`src/rtl/dec_out_fifo_if.sv`:
```
// Sample stream between fir_decimator, the output FIFO and its downstream consumer.
// slave is the FIFO side; master is the producer/consumer environment side.
interface dec_out_fifo_if #(
    parameter int SAMPLE_SIZE = 16,
    parameter int TAG_W       = 8
);
    logic [SAMPLE_SIZE-1:0] din;
    logic                   din_stb;
    logic [SAMPLE_SIZE-1:0] m_data;
    logic [TAG_W-1:0]       m_tag;
    logic                   m_valid;
    logic                   m_ready;

    modport slave (
        input  din, din_stb, m_ready,
        output m_data, m_tag, m_valid
    );

    modport master (
        output din, din_stb, m_ready,
        input  m_data, m_tag, m_valid
    );
endinterface

```
`src/rtl/dec_out_fifo.sv`:
```
// Output buffer for fir_decimator: tags strobed samples with a sequence number,
// stores them in a circular RAM behind a registered output stage, counts drops.
module dec_out_fifo #(
    parameter int SAMPLE_SIZE = 16,
    parameter int DEPTH       = 8,
    parameter int TAG_W       = 8,
    parameter int OVF_W       = 8
) (
    input  logic                        clk,
    input  logic                        nrst,
    dec_out_fifo_if.slave               bus,
    input  logic                        clr,
    output logic [$clog2(DEPTH+2)-1:0]  level,
    output logic                        ovf,
    output logic [OVF_W-1:0]            ovf_cnt
);
    localparam int PTR_W = $clog2(DEPTH);
    localparam int CNT_W = $clog2(DEPTH + 1);
    localparam int LVL_W = $clog2(DEPTH + 2);
    localparam int ENT_W = TAG_W + SAMPLE_SIZE;
    localparam logic [CNT_W-1:0] DEPTH_C = CNT_W'(DEPTH);

    logic [ENT_W-1:0]       mem_q [DEPTH];

    logic [SAMPLE_SIZE-1:0] m_data_q,  m_data_d;
    logic [TAG_W-1:0]       m_tag_q,   m_tag_d;
    logic                   m_valid_q, m_valid_d;
    logic [PTR_W-1:0]       wr_ptr_q,  wr_ptr_d;
    logic [PTR_W-1:0]       rd_ptr_q,  rd_ptr_d;
    logic [CNT_W-1:0]       count_q,   count_d;
    logic [TAG_W-1:0]       seq_q,     seq_d;
    logic [LVL_W-1:0]       level_q,   level_d;
    logic                   ovf_q,     ovf_d;
    logic [OVF_W-1:0]       ovf_cnt_q, ovf_cnt_d;

    logic                   pop, loadable, head_load, bypass, room, wr_en, drop;
    logic [ENT_W-1:0]       head;

    always_comb begin
        pop       = m_valid_q & bus.m_ready;
        loadable  = ~m_valid_q | pop;
        head_load = loadable && (count_q != '0);
        bypass    = loadable && (count_q == '0) && bus.din_stb;
        // A full RAM still accepts a write when its head moves out this cycle.
        room      = (count_q < DEPTH_C) || head_load;
        wr_en     = bus.din_stb && !bypass && room;
        drop      = bus.din_stb && !bypass && !room;
        head      = mem_q[rd_ptr_q];

        m_data_d  = m_data_q;
        m_tag_d   = m_tag_q;
        m_valid_d = m_valid_q;
        wr_ptr_d  = wr_ptr_q;
        rd_ptr_d  = rd_ptr_q;
        seq_d     = seq_q;
        ovf_d     = ovf_q;
        ovf_cnt_d = ovf_cnt_q;

        if (head_load) begin
            m_valid_d = 1'b1;
            m_tag_d   = head[ENT_W-1 -: TAG_W];
            m_data_d  = head[SAMPLE_SIZE-1:0];
            rd_ptr_d  = rd_ptr_q + PTR_W'(1);
        end else if (bypass) begin
            m_valid_d = 1'b1;
            m_tag_d   = seq_q;
            m_data_d  = bus.din;
        end else begin
            m_valid_d = m_valid_q & ~pop;
        end

        if (wr_en) begin
            wr_ptr_d = wr_ptr_q + PTR_W'(1);
        end
        count_d = count_q + CNT_W'(wr_en) - CNT_W'(head_load);

        if (bus.din_stb) begin
            seq_d = seq_q + TAG_W'(1);
        end
        if (drop) begin
            ovf_d = 1'b1;
            if (ovf_cnt_q != '1) begin
                ovf_cnt_d = ovf_cnt_q + OVF_W'(1);
            end
        end

        if (clr) begin
            m_valid_d = 1'b0;
            wr_ptr_d  = '0;
            rd_ptr_d  = '0;
            count_d   = '0;
            seq_d     = '0;
            ovf_d     = 1'b0;
            ovf_cnt_d = '0;
            wr_en     = 1'b0;
        end

        level_d = LVL_W'(count_d) + LVL_W'(m_valid_d);
    end

    always_ff @(posedge clk or negedge nrst) begin
        if (!nrst) begin
            m_data_q  <= '0;
            m_tag_q   <= '0;
            m_valid_q <= 1'b0;
            wr_ptr_q  <= '0;
            rd_ptr_q  <= '0;
            count_q   <= '0;
            seq_q     <= '0;
            level_q   <= '0;
            ovf_q     <= 1'b0;
            ovf_cnt_q <= '0;
        end else begin
            m_data_q  <= m_data_d;
            m_tag_q   <= m_tag_d;
            m_valid_q <= m_valid_d;
            wr_ptr_q  <= wr_ptr_d;
            rd_ptr_q  <= rd_ptr_d;
            count_q   <= count_d;
            seq_q     <= seq_d;
            level_q   <= level_d;
            ovf_q     <= ovf_d;
            ovf_cnt_q <= ovf_cnt_d;
        end
    end

    // Storage carries no reset; only entries between the pointers are ever read.
    always_ff @(posedge clk) begin
        if (wr_en) begin
            mem_q[wr_ptr_q] <= {seq_q, bus.din};
        end
    end

    assign bus.m_data  = m_data_q;
    assign bus.m_tag   = m_tag_q;
    assign bus.m_valid = m_valid_q;
    assign level       = level_q;
    assign ovf         = ovf_q;
    assign ovf_cnt     = ovf_cnt_q;
endmodule
```
`src/flat_wrapper.sv`:
```
// flat-port wrapper written by rule: the top's interface ports become plain ports
module dec_out_fifo_flat 
#(
    parameter int SAMPLE_SIZE = 16,
    parameter int DEPTH       = 8,
    parameter int TAG_W       = 8,
    parameter int OVF_W       = 8
)
  (clk, nrst, clr, level, ovf, ovf_cnt, bus_din, bus_din_stb, bus_m_ready, bus_m_data, bus_m_tag, bus_m_valid);
  dec_out_fifo_if #(.SAMPLE_SIZE(SAMPLE_SIZE), .TAG_W(TAG_W)) bus_i ();
  input  logic clk;
  input  logic nrst;
  input  logic clr;
  output logic [$clog2(DEPTH+2)-1:0] level;
  output logic ovf;
  output logic [OVF_W-1:0] ovf_cnt;
  input wire logic [$bits(bus_i.din)-1:0] bus_din;
  input wire logic [$bits(bus_i.din_stb)-1:0] bus_din_stb;
  input wire logic [$bits(bus_i.m_ready)-1:0] bus_m_ready;
  output wire logic [$bits(bus_i.m_data)-1:0] bus_m_data;
  output wire logic [$bits(bus_i.m_tag)-1:0] bus_m_tag;
  output wire logic [$bits(bus_i.m_valid)-1:0] bus_m_valid;
  assign bus_i.din = bus_din;
  assign bus_i.din_stb = bus_din_stb;
  assign bus_i.m_ready = bus_m_ready;
  assign bus_m_data = bus_i.m_data;
  assign bus_m_tag = bus_i.m_tag;
  assign bus_m_valid = bus_i.m_valid;
  dec_out_fifo #(.SAMPLE_SIZE(SAMPLE_SIZE), .DEPTH(DEPTH), .TAG_W(TAG_W), .OVF_W(OVF_W)) u_core (.clk(clk), .nrst(nrst), .bus(bus_i), .clr(clr), .level(level), .ovf(ovf), .ovf_cnt(ovf_cnt));
endmodule
```
`config.mk`:
```
export PLATFORM = sky130hd
export DESIGN_NAME = dec_out_fifo_flat
export DESIGN_NICKNAME = d
export VERILOG_FILES = /design/src/rtl/dec_out_fifo_if.sv /design/src/rtl/dec_out_fifo.sv /design/src/flat_wrapper.sv
export SDC_FILE = /design/constraint.sdc
export NUM_CORES = 1
export LEC_CHECK = 0
export CAP_MARGIN = 30
export CORE_ASPECT_RATIO = 2
export CORE_UTILIZATION = 45
export DETAILED_ROUTE_END_ITERATION = 6
export MAX_ROUTING_LAYER = met4
export SYNTH_ARGS = -nofsm -noshare
export SYNTH_HDL_FRONTEND = slang
export SYNTH_SLANG_ARGS = --single-unit
```
`constraint.sdc`:
```
create_clock -name clk -period 5.3 [get_ports clk]
set_input_delay 1.325 -clock clk [delete_from_list [all_inputs] [get_ports clk]]
set_output_delay 1.325 -clock clk [all_outputs]
set_load 0.03 [all_outputs]
```
## After elaboration in Yosys (flattened, before gate mapping)

Memories as Yosys holds them, arrays and structs flattened.
Index checks and enable logic that the tools add are counted.

- Bits in registers: 56
- Memory bits (writable): 192
- Input bits: 21
- Output and inout port bits: 38
- Memories kept: 1

- $add $sub $neg: 7
- $lt $le $gt $ge: 1
- Equality and inequality tests: 1
- Muxes and demuxes: 22
- Bitwise logic cells: 5
- Reductions and logical operators: 18

Memory list:

| memory | words | width | rd ports | clocked after Yosys merged registers in | wr ports | line | source |
|---|---|---|---|---|---|---|---|
| u_core.mem_q | 8 | 24 | 1 | 0 | 1 | dec_out_fifo.sv:23 | `logic [ENT_W-1:0] mem_q [DEPTH];` |

Operator list:

| cell | number |
|---|---|
| $mux 8 | 7 |
| $mux 16 | 2 |
| $add 8x1->8 const B | 2 |
| $mux 3 | 4 |
| $reduce_bool 2->1 | 6 |
| $add 4x1->4 | 2 |
| $mux 1 | 8 |
| $ne 8x8->1 const B | 1 |
| $add 3x1->3 const B | 2 |
| $logic_and 1x1->1 | 6 |
| $logic_not 4->1 | 1 |
| $lt 4x4->1 const B | 1 |
| $mux 4 | 1 |
| $reduce_bool 4->1 | 1 |
| $sub 4x1->4 | 1 |
| $and 1x1->1 | 2 |
| $logic_not 1->1 | 2 |
| $not 1->1 | 2 |
| $reduce_and 2->1 | 1 |
| $logic_or 1x1->1 | 1 |
| $or 1x1->1 | 1 |

## Depth between registers and ports, before layout

- Depth in word-level cells: 11
- Depth in mapped cells: 11
- Depth with buffers taken out: 10

## Least setup slack after synthesis

No wires, ideal clock.

- Kind: input port to flip-flop
- Start point: input port bus_m_ready
- End point: memory u_core.mem_q[0][0] (netlist bit) (enable)
- Data arrival time: 4477 ps
- Data required time: 4826 ps
- Slack: 349 ps
- Stages on the path: 3
- Buffers on the path: 0
- Path through: nand2b_1 > a211o_1 > nor4b_1

- Word-level cells in the longest chain between the ends: 10
- Elaborated cells between the ends (all ways): 12
- Those cells by class: mux: 3; bitwise: 2; reduce/logical: 7

Ends and longest elaborated chain:

| what | line | source |
|---|---|---|
| start: declaration | flat_wrapper.sv:19 | `input wire logic [$bits(bus_i.m_ready)-1:0] bus_m_ready;` |
| $and 1x1->1 * | dec_out_fifo.sv:40 | `pop = m_valid_q & bus.m_ready;` |
| $or 1x1->1 * | dec_out_fifo.sv:41 | `loadable = ~m_valid_q \| pop;` |
| $logic_and 1x1->1 (2 in series) | dec_out_fifo.sv:43 | `bypass = loadable && (count_q == '0) && bus.din_stb;` |
| $logic_not 1->1 | dec_out_fifo.sv:46 | `wr_en = bus.din_stb && !bypass && room;` |
| $logic_and 1x1->1 | dec_out_fifo.sv:46 |  |
| $logic_and 1x1->1 * | dec_out_fifo.sv:46 |  |
| $mux 1 * | dec_out_fifo.sv:87 | `if (clr) begin` |
| $mux 1 * | dec_out_fifo.sv:129 | `if (wr_en) begin` |
| $mux 1 (implied by the code) * | dec_out_fifo.sv:130 | `mem_q[wr_ptr_q] <= {seq_q, bus.din};` |
| end: declaration | dec_out_fifo.sv:23 |  |

Every way passes the cells marked *; elsewhere a longest branch is shown, timed or not.

## Worst setup path in the final report

- Start point: input port bus_m_ready
- End point: register u_core.level_q[2] (netlist: u_core.level[2])

- Word-level cells in the longest chain between the ends: 11
- Elaborated cells between the ends (all ways): 18
- Those cells by class: add/sub: 3; mux: 4; bitwise: 4; reduce/logical: 7

Ends and longest elaborated chain:

| what | line | source |
|---|---|---|
| $and 1x1->1 * | dec_out_fifo.sv:40 |  |
| $or 1x1->1 * | dec_out_fifo.sv:41 |  |
| $logic_and 1x1->1 (2 in series) | dec_out_fifo.sv:43 |  |
| $logic_not 1->1 | dec_out_fifo.sv:46 |  |
| $logic_and 1x1->1 (2 in series) | dec_out_fifo.sv:46 |  |
| $add 4x1->4 | dec_out_fifo.sv:75 | `count_d = count_q + CNT_W'(wr_en) - CNT_W'(head_load);` |
| $sub 4x1->4 * | dec_out_fifo.sv:75 |  |
| $mux 4 * | dec_out_fifo.sv:87 |  |
| via u_core.count_d[1] | dec_out_fifo.sv:30 | `logic [CNT_W-1:0] count_q, count_d;` |
| $add 4x1->4 * | dec_out_fifo.sv:98 | `level_d = LVL_W'(count_d) + LVL_W'(m_valid_d);` |
| via u_core.level_d[2] | dec_out_fifo.sv:32 | `logic [LVL_W-1:0] level_q, level_d;` |
| end signal: assignment | dec_out_fifo.sv:121 | `level_q <= level_d;` |
| end: declaration | dec_out_fifo.sv:32 |  |

The timed path passes the listed nets; every way through them passes the cells marked *.
A chain may end at the register's enable or synchronous reset.

==> metrics.csv <==
metric,value,unit
r2r setup slk,2.40,ns
Iteration-0 DRC Markers,289,
peak supply drop,0.238,mV
Yosys Warn Count,0,
RSZ-0062 raised after global routing,false,
initial antenna violation count,0,
CP Max Fanout,23,
hpwl dp,12700,um
"Slew Viols, Final",0,
RR Startpoint,u_core.count_q[2],
Pleak,3.92,nW
first-pass GRT wire length,33300,um
Tightest Pin Transition,0.931,ns
final setup vio count,0,
final worst-path cycle share,66.3,%
Final Critical Period,3.51,ns
CTS tree,done,
"Clk Latency, worst-skew pair",0.52,ns
"Hold Vio Cnt, Final",0,
maximum clock frequency,285,MHz
skew final,0.00941,ns
GR Util met1,23.4,%
pre-CTS setup slack,1.27,ns
core box area,21600,um^2
sequential fraction of the synthesis area,72.4,%
Worst Setup End Kind,flop,
Filler cells,1713,
Mapped Avg Cell Area,17.8,um^2
RePlAce Congestion,0.835,
antenna-violating nets left,0,
PnR worst setup slack,1.79,ns
Num CTS Buffers,22,
"most common cell after layout, fill and taps aside",edfxtp_1,
Pwr per Cell Area,475,nW/um^2
status,"finished, final reports clean",
Worst Setup Start Kind,input port,
most frequent cells in the layout,"edfxtp_1 (192), clkdlybuf4s50_1 (57), nand2_1 (56)",
Clock Sinks,248,
asr flop ratio synth,22.6,%
Final nets,657,
Residual DRC,0,
WL/cell,23.3,um
buffer count from post-CTS setup fixing,0,
relative slew slack,37.9,%
overall power,0.00550,W
chip width,107,um
CTS max path bufs,3,
post-synthesis register bit count,248,
min-delay src,u_core.bus.m_data[8],
vias in the first global route,5718,
gr usage total,20.8,%
CTS hold repair buffers,0,
CTS resizes,0,
share of cells above drive strength 1,17.8,%
dominant synthesized flop cell,edfxtp_1,
Initial Util,45.8,%
post-synthesis cell type count,48,
GR Overflow Total,0,
fin cells,914,
required time worst endpoint,5.69,ns
max-cap check violation count,0,
Rows,76,
Via density,5.74,
Root Buffer,clkbuf_16,
met2 Use GR,37.1,%
Port Buffers,58,
Fin Setup TNS,0,ns
via count,5248,
synthesis-to-layout area growth,16.9,%
I/O pins,59,
die area,22600,um^2
Placed Cells incl. Taps,874,
net count after synthesis,587,
HP Class,flop to flop,
Post-synth EDFFs,192,
GR Util met3,2.31,%
drt first pass iters,4,
Synth Instances,555,
WP data arrival,3.91,ns
"Reg clk slew, reported paths",0.06,ns
cell area after synthesis,9890,um^2
busiest grt layer,met2,
Die Height,212,um
CP Class,input port to flop,
largest net degree at the start of global routing,51,
CTS H-tree lvls,1,
Antenna Cells,0,
Worst Setup SP,bus_m_ready,
Total Routed Length,21300,um
## registers in the layout (all words and copies together) (netlist names)
| register | cells |
|---|---|
| u_core.ovf | 1 |
| u_core.bus.m_data | 16 |
| u_core.ovf_cnt | 8 |
| u_core.bus.m_tag | 8 |
| u_core.wr_ptr_q | 3 |
| u_core.bus.m_valid | 1 |
| u_core.level | 4 |
| u_core.rd_ptr_q | 3 |
| u_core.count_q | 4 |
| u_core.mem_q | 192 |
| u_core.seq_q | 8 |
## metal layers
layer | up-vias | wire [um]
li1 | 2337 | -
met1 | 2747 | 7960
met2 | 115 | 11800
met3 | 49 | 755
met4 | 0 | 730
met5 | - | 0
## synth_stat cells (2+ instances only)
master	instances	area [um^2]
a21oi_1	9	45.0
o31ai_1	3	22.5
nand3b_1	2	15.0
or3_1	3	18.8
nor2_1	25	93.8
mux4_2	48	1080
buf_6	4	45.0
and4_1	16	140
a221oi_1	16	140
nor4_1	2	12.5
nor2b_1	4	25.0
nand3_1	13	65.1
inv_1	6	22.5
or4_1	3	22.5
dfrtp_1	56	1400
nand4_1	5	31.3
nand2_1	56	210
buf_2	7	35.0
nor3_1	4	20.0
clkbuf_1	12	45.0
mux2i_1	9	90.1
ha_1	10	125
buf_4	2	15.0
o211ai_1	8	60.1
edfxtp_1	192	5770
buf_1	3	11.3
o21ai_0	2	10.0
xor2_1	8	70.1
xnor2_1	8	70.1
## cell type report
| class | instances | area [um^2] | share of cell area, % |
|---|---|---|---|
| clock buffers | 30 | 622 | 5.38 |
| multi-input cells | 272 | 2590 | 22.4 |
| repair buffers | 74 | 741 | 6.41 |
| well taps | 273 | 342 | 2.95 |
| clock inverters | 10 | 71.3 | 0.617 |
| flip-flops and latches | 248 | 7170 | 62.0 |
| inverters | 7 | 26.3 | 0.227 |
## report_power, final
part	internal [W]	leakage, nW	switching, W	total (W)
combinational	0.000686	1.11	0.000855	0.00154
sequential	0.00229	2.47	0.000129	0.00241
clock	0.000870	0.334	0.000672	0.00154
total	0.00384	3.92	0.00166	0.00550
## cell families after synthesis
family,Yosys count,synth area share [%]
AOI/OAI and AO/OA,45,3.44
xor gates and xnor gates,16,1.42
adders and majority gates,11,1.47
buffers and inverters,35,1.80
DFF,248,72.4
muxes,58,12.0
and+or+nand+nor,142,7.49
## worst paths after layout
check / end / cells past startpoint
setup / recovery: u_core.level[2] / 10
hold / removal: u_core.bus.m_data[8] / 2
setup reg to reg: u_core.level[2] / 11
hold reg to reg: u_core.bus.m_data[8] / 2
max in group asynchronous: u_core.rd_ptr_q[0] / 2
min in group asynchronous: u_core.bus.m_data[2] / 1
## critical path: stages
cell             delay [ns]
clkdlybuf4s50_1        0.45
nand2b_1               0.16
buf_4                  0.22
a211o_1                0.44
inv_2                  0.14
ha_1                   0.20
fa_1                   0.44
nor2b_1                0.17
ha_1                   0.22
xor2_1                 0.16
## through the flow
| stage | util, % | hold slack, ns | area [um^2] |
|---|---|---|---|
| floorplan | - | 0.572 | 9890 |
| finish | 53.6 | 0.500 | 11600 |
| detailed placement | 50.4 | 0.497 | 10900 |
| global route | 53.6 | 0.533 | 11600 |
| CTS | 53.6 | 0.511 | 11600 |
| global placement | 50.2 | 0.480 | 10800 |
Note: power is estimated with default switching activity, not from simulation.
==> RTL edit: new RTL, same flow settings <==
`TAG_W` is set to 8 in 3 places; all go to 10.
--- a/src/rtl/dec_out_fifo_if.sv
+++ b/src/rtl/dec_out_fifo_if.sv
@@ -2,7 +2,7 @@
 // slave is the FIFO side; master is the producer/consumer environment side.
 interface dec_out_fifo_if #(
     parameter int SAMPLE_SIZE = 16,
-    parameter int TAG_W       = 8
+    parameter int TAG_W       = 10
 );
     logic [SAMPLE_SIZE-1:0] din;
     logic                   din_stb;
--- a/src/rtl/dec_out_fifo.sv
+++ b/src/rtl/dec_out_fifo.sv
@@ -3,7 +3,7 @@
 module dec_out_fifo #(
     parameter int SAMPLE_SIZE = 16,
     parameter int DEPTH       = 8,
-    parameter int TAG_W       = 8,
+    parameter int TAG_W       = 10,
     parameter int OVF_W       = 8
 ) (
     input  logic                        clk,
--- a/src/flat_wrapper.sv
+++ b/src/flat_wrapper.sv
@@ -3,7 +3,7 @@
 #(
     parameter int SAMPLE_SIZE = 16,
     parameter int DEPTH       = 8,
-    parameter int TAG_W       = 8,
+    parameter int TAG_W       = 10,
     parameter int OVF_W       = 8
 )
   (clk, nrst, clr, level, ovf, ovf_cnt, bus_din, bus_din_stb, bus_m_ready, bus_m_data, bus_m_tag, bus_m_valid);
Ports: changed (resized bus_m_tag); port bits go from 59 to 61. No check against the original RTL was run, so the function may have changed too.
==> RTL edit against the unedited design <==
  * Maximum frequency grew 0.89%
  * Design area grew 7.6%
  * Sequential cell count grew 20
  * Worst setup slack improved by 0.031 ns
  * Routed wire length up 2.8%
  * Worst hold slack improved by 0.00069 ns
  * Area after synthesis is 7.7% higher
  * Total power grew 10%
  * Critical path type unchanged
==> RTL edit: results (changes against the unedited design) <==
run_status:
  status: "finished, final reports clean"
logic_synthesis:
  synth_xor_area_share_pct: 1.40  # -0.019 points
  synth_edf_count: 208  # +8.3%
  ys_types: 42  # -13%
  synth-seq-area-share_pct: 72.7  # +0.28 points
  synth-compound-area-share_pct: 3.79  # +0.35 points
  async_flop_share_pct: 22.4  # -0.19 points
  synthTopCellsByArea: "edfxtp_1 59%, dfrtp_1 14%, mux4_2 11%"
  synthMuxAreaShare_pct: 14.0  # +2.1 points
  synthAdderAreaFrac_pct: 1.36  # -0.10 points
  synth_common_cells: "208 x edfxtp_1, 60 x dfrtp_1, 52 x mux4_2, 52 x nor2_1, 30 x mux2i_1"
final_layout:
  n_fill_cell: 1808  # +5.5%
  seq_share_pct: 62.3  # +0.30 points
  buf_share_pct: 6.18  # -0.23 points
  multi_input_cells: 261  # -4.0%
  largest_register_ff_count: 208  # +8.3%
  buffers: 76  # +2.7%
  inverters: 5  # -2
  multiInputGateArea_um2: 2730  # +5.6%
  final-clk-cell-share_pct: 6.53  # +0.53 points
  finalNetCount: 669  # +1.8%
  clkbuf_count: 26  # -13%
power:
  p_comb_w: 0.00167  # +8%
  p_leak_nw: 4.20  # +7.0%
  p_int_w: 0.00426  # +11%
placed_design:
  port_buffers: 60  # +3.4%
  gp_congestion: 0.795  # -4.8%
  dp_hpwl_um: 13400  # +5.1%
grt:
  grt_pass1_wl_um: 34400  # +3.4%
  grt_max_degree: 37  # -27%
setup_path:
  slowest_delay_ns: 0.49  # +0.04 ns
  crit_arrival_ns: 3.92  # about the same
  reg2reg_setup_slack_ns: 2.26  # -0.14 ns
clock_tree:
  cts_inserted_buffers: 25  # +14%
min_path:
  hold_end: "u_core.ovf"
drt:
  vias_per_cell: 5.80  # +1.0%
RTL edit: cell types whose count changed in the layout (fill, tap and decap cells not counted), moves of 8 or more:
cell      delta
edfxtp_1    +16
nor2_1      +28
nand2_1     -46
mux2i_1     +21
nand3_1      -8
and4_1      -13
a221oi_1    -16
a221o_1     +26
RTL edit: how the worst max path moves through the flow:
stage | startpoint | to | slack, ns | cells after the start
final | bus_m_ready | u_core.level[2] | 1.82 | 10
after global routing | bus_m_ready | u_core.level[2] | 1.65 | 10
after CTS | bus_m_ready | u_core.level[2] | 1.82 | 10
after detailed placement | bus_m_ready | u_core.level[2] | 1.29 | 10
after global placement | bus_m_ready | u_core.level[2] | 1.37 | 10
after floorplan | bus_m_ready | u_core.mem_q[0][0] | 0.33 | 6
RTL edit: kinds of logic after synthesis:
group           after synthesis
flops                       268
fa+ha+maj                    11
compound gates               47
simple gates                102
xor+xnor                     17
buf+inv                      36
mux                          84
RTL edit: metrics by stage:
step | area (µm²) | setup WS, ns | std cells | hold slack (ns) | total power, W
4_1_cts | 12400 | 1.82 | 938 | 0.506 | 0.00615
3_3_place_gp | 11600 | 1.37 | 891 | 0.485 | 0.00431
6_report | 12400 | 1.82 | 938 | 0.500 | 0.00607
2_1_floorplan | 10700 | 0.326 | 565 | 0.579 | 0.00382
3_5_place_dp | 11600 | 1.29 | 893 | 0.497 | 0.00437
5_1_grt | 12400 | 1.65 | 938 | 0.532 | 0.00634
RTL edit: routing by layer:
layer / routed length (µm) / global-route usage, %
met3: 846 / 2.31
met4: 685 / 8.09
met5: 0 / -
met1: 8320 / 21.9
met2: 12000 / 34.6
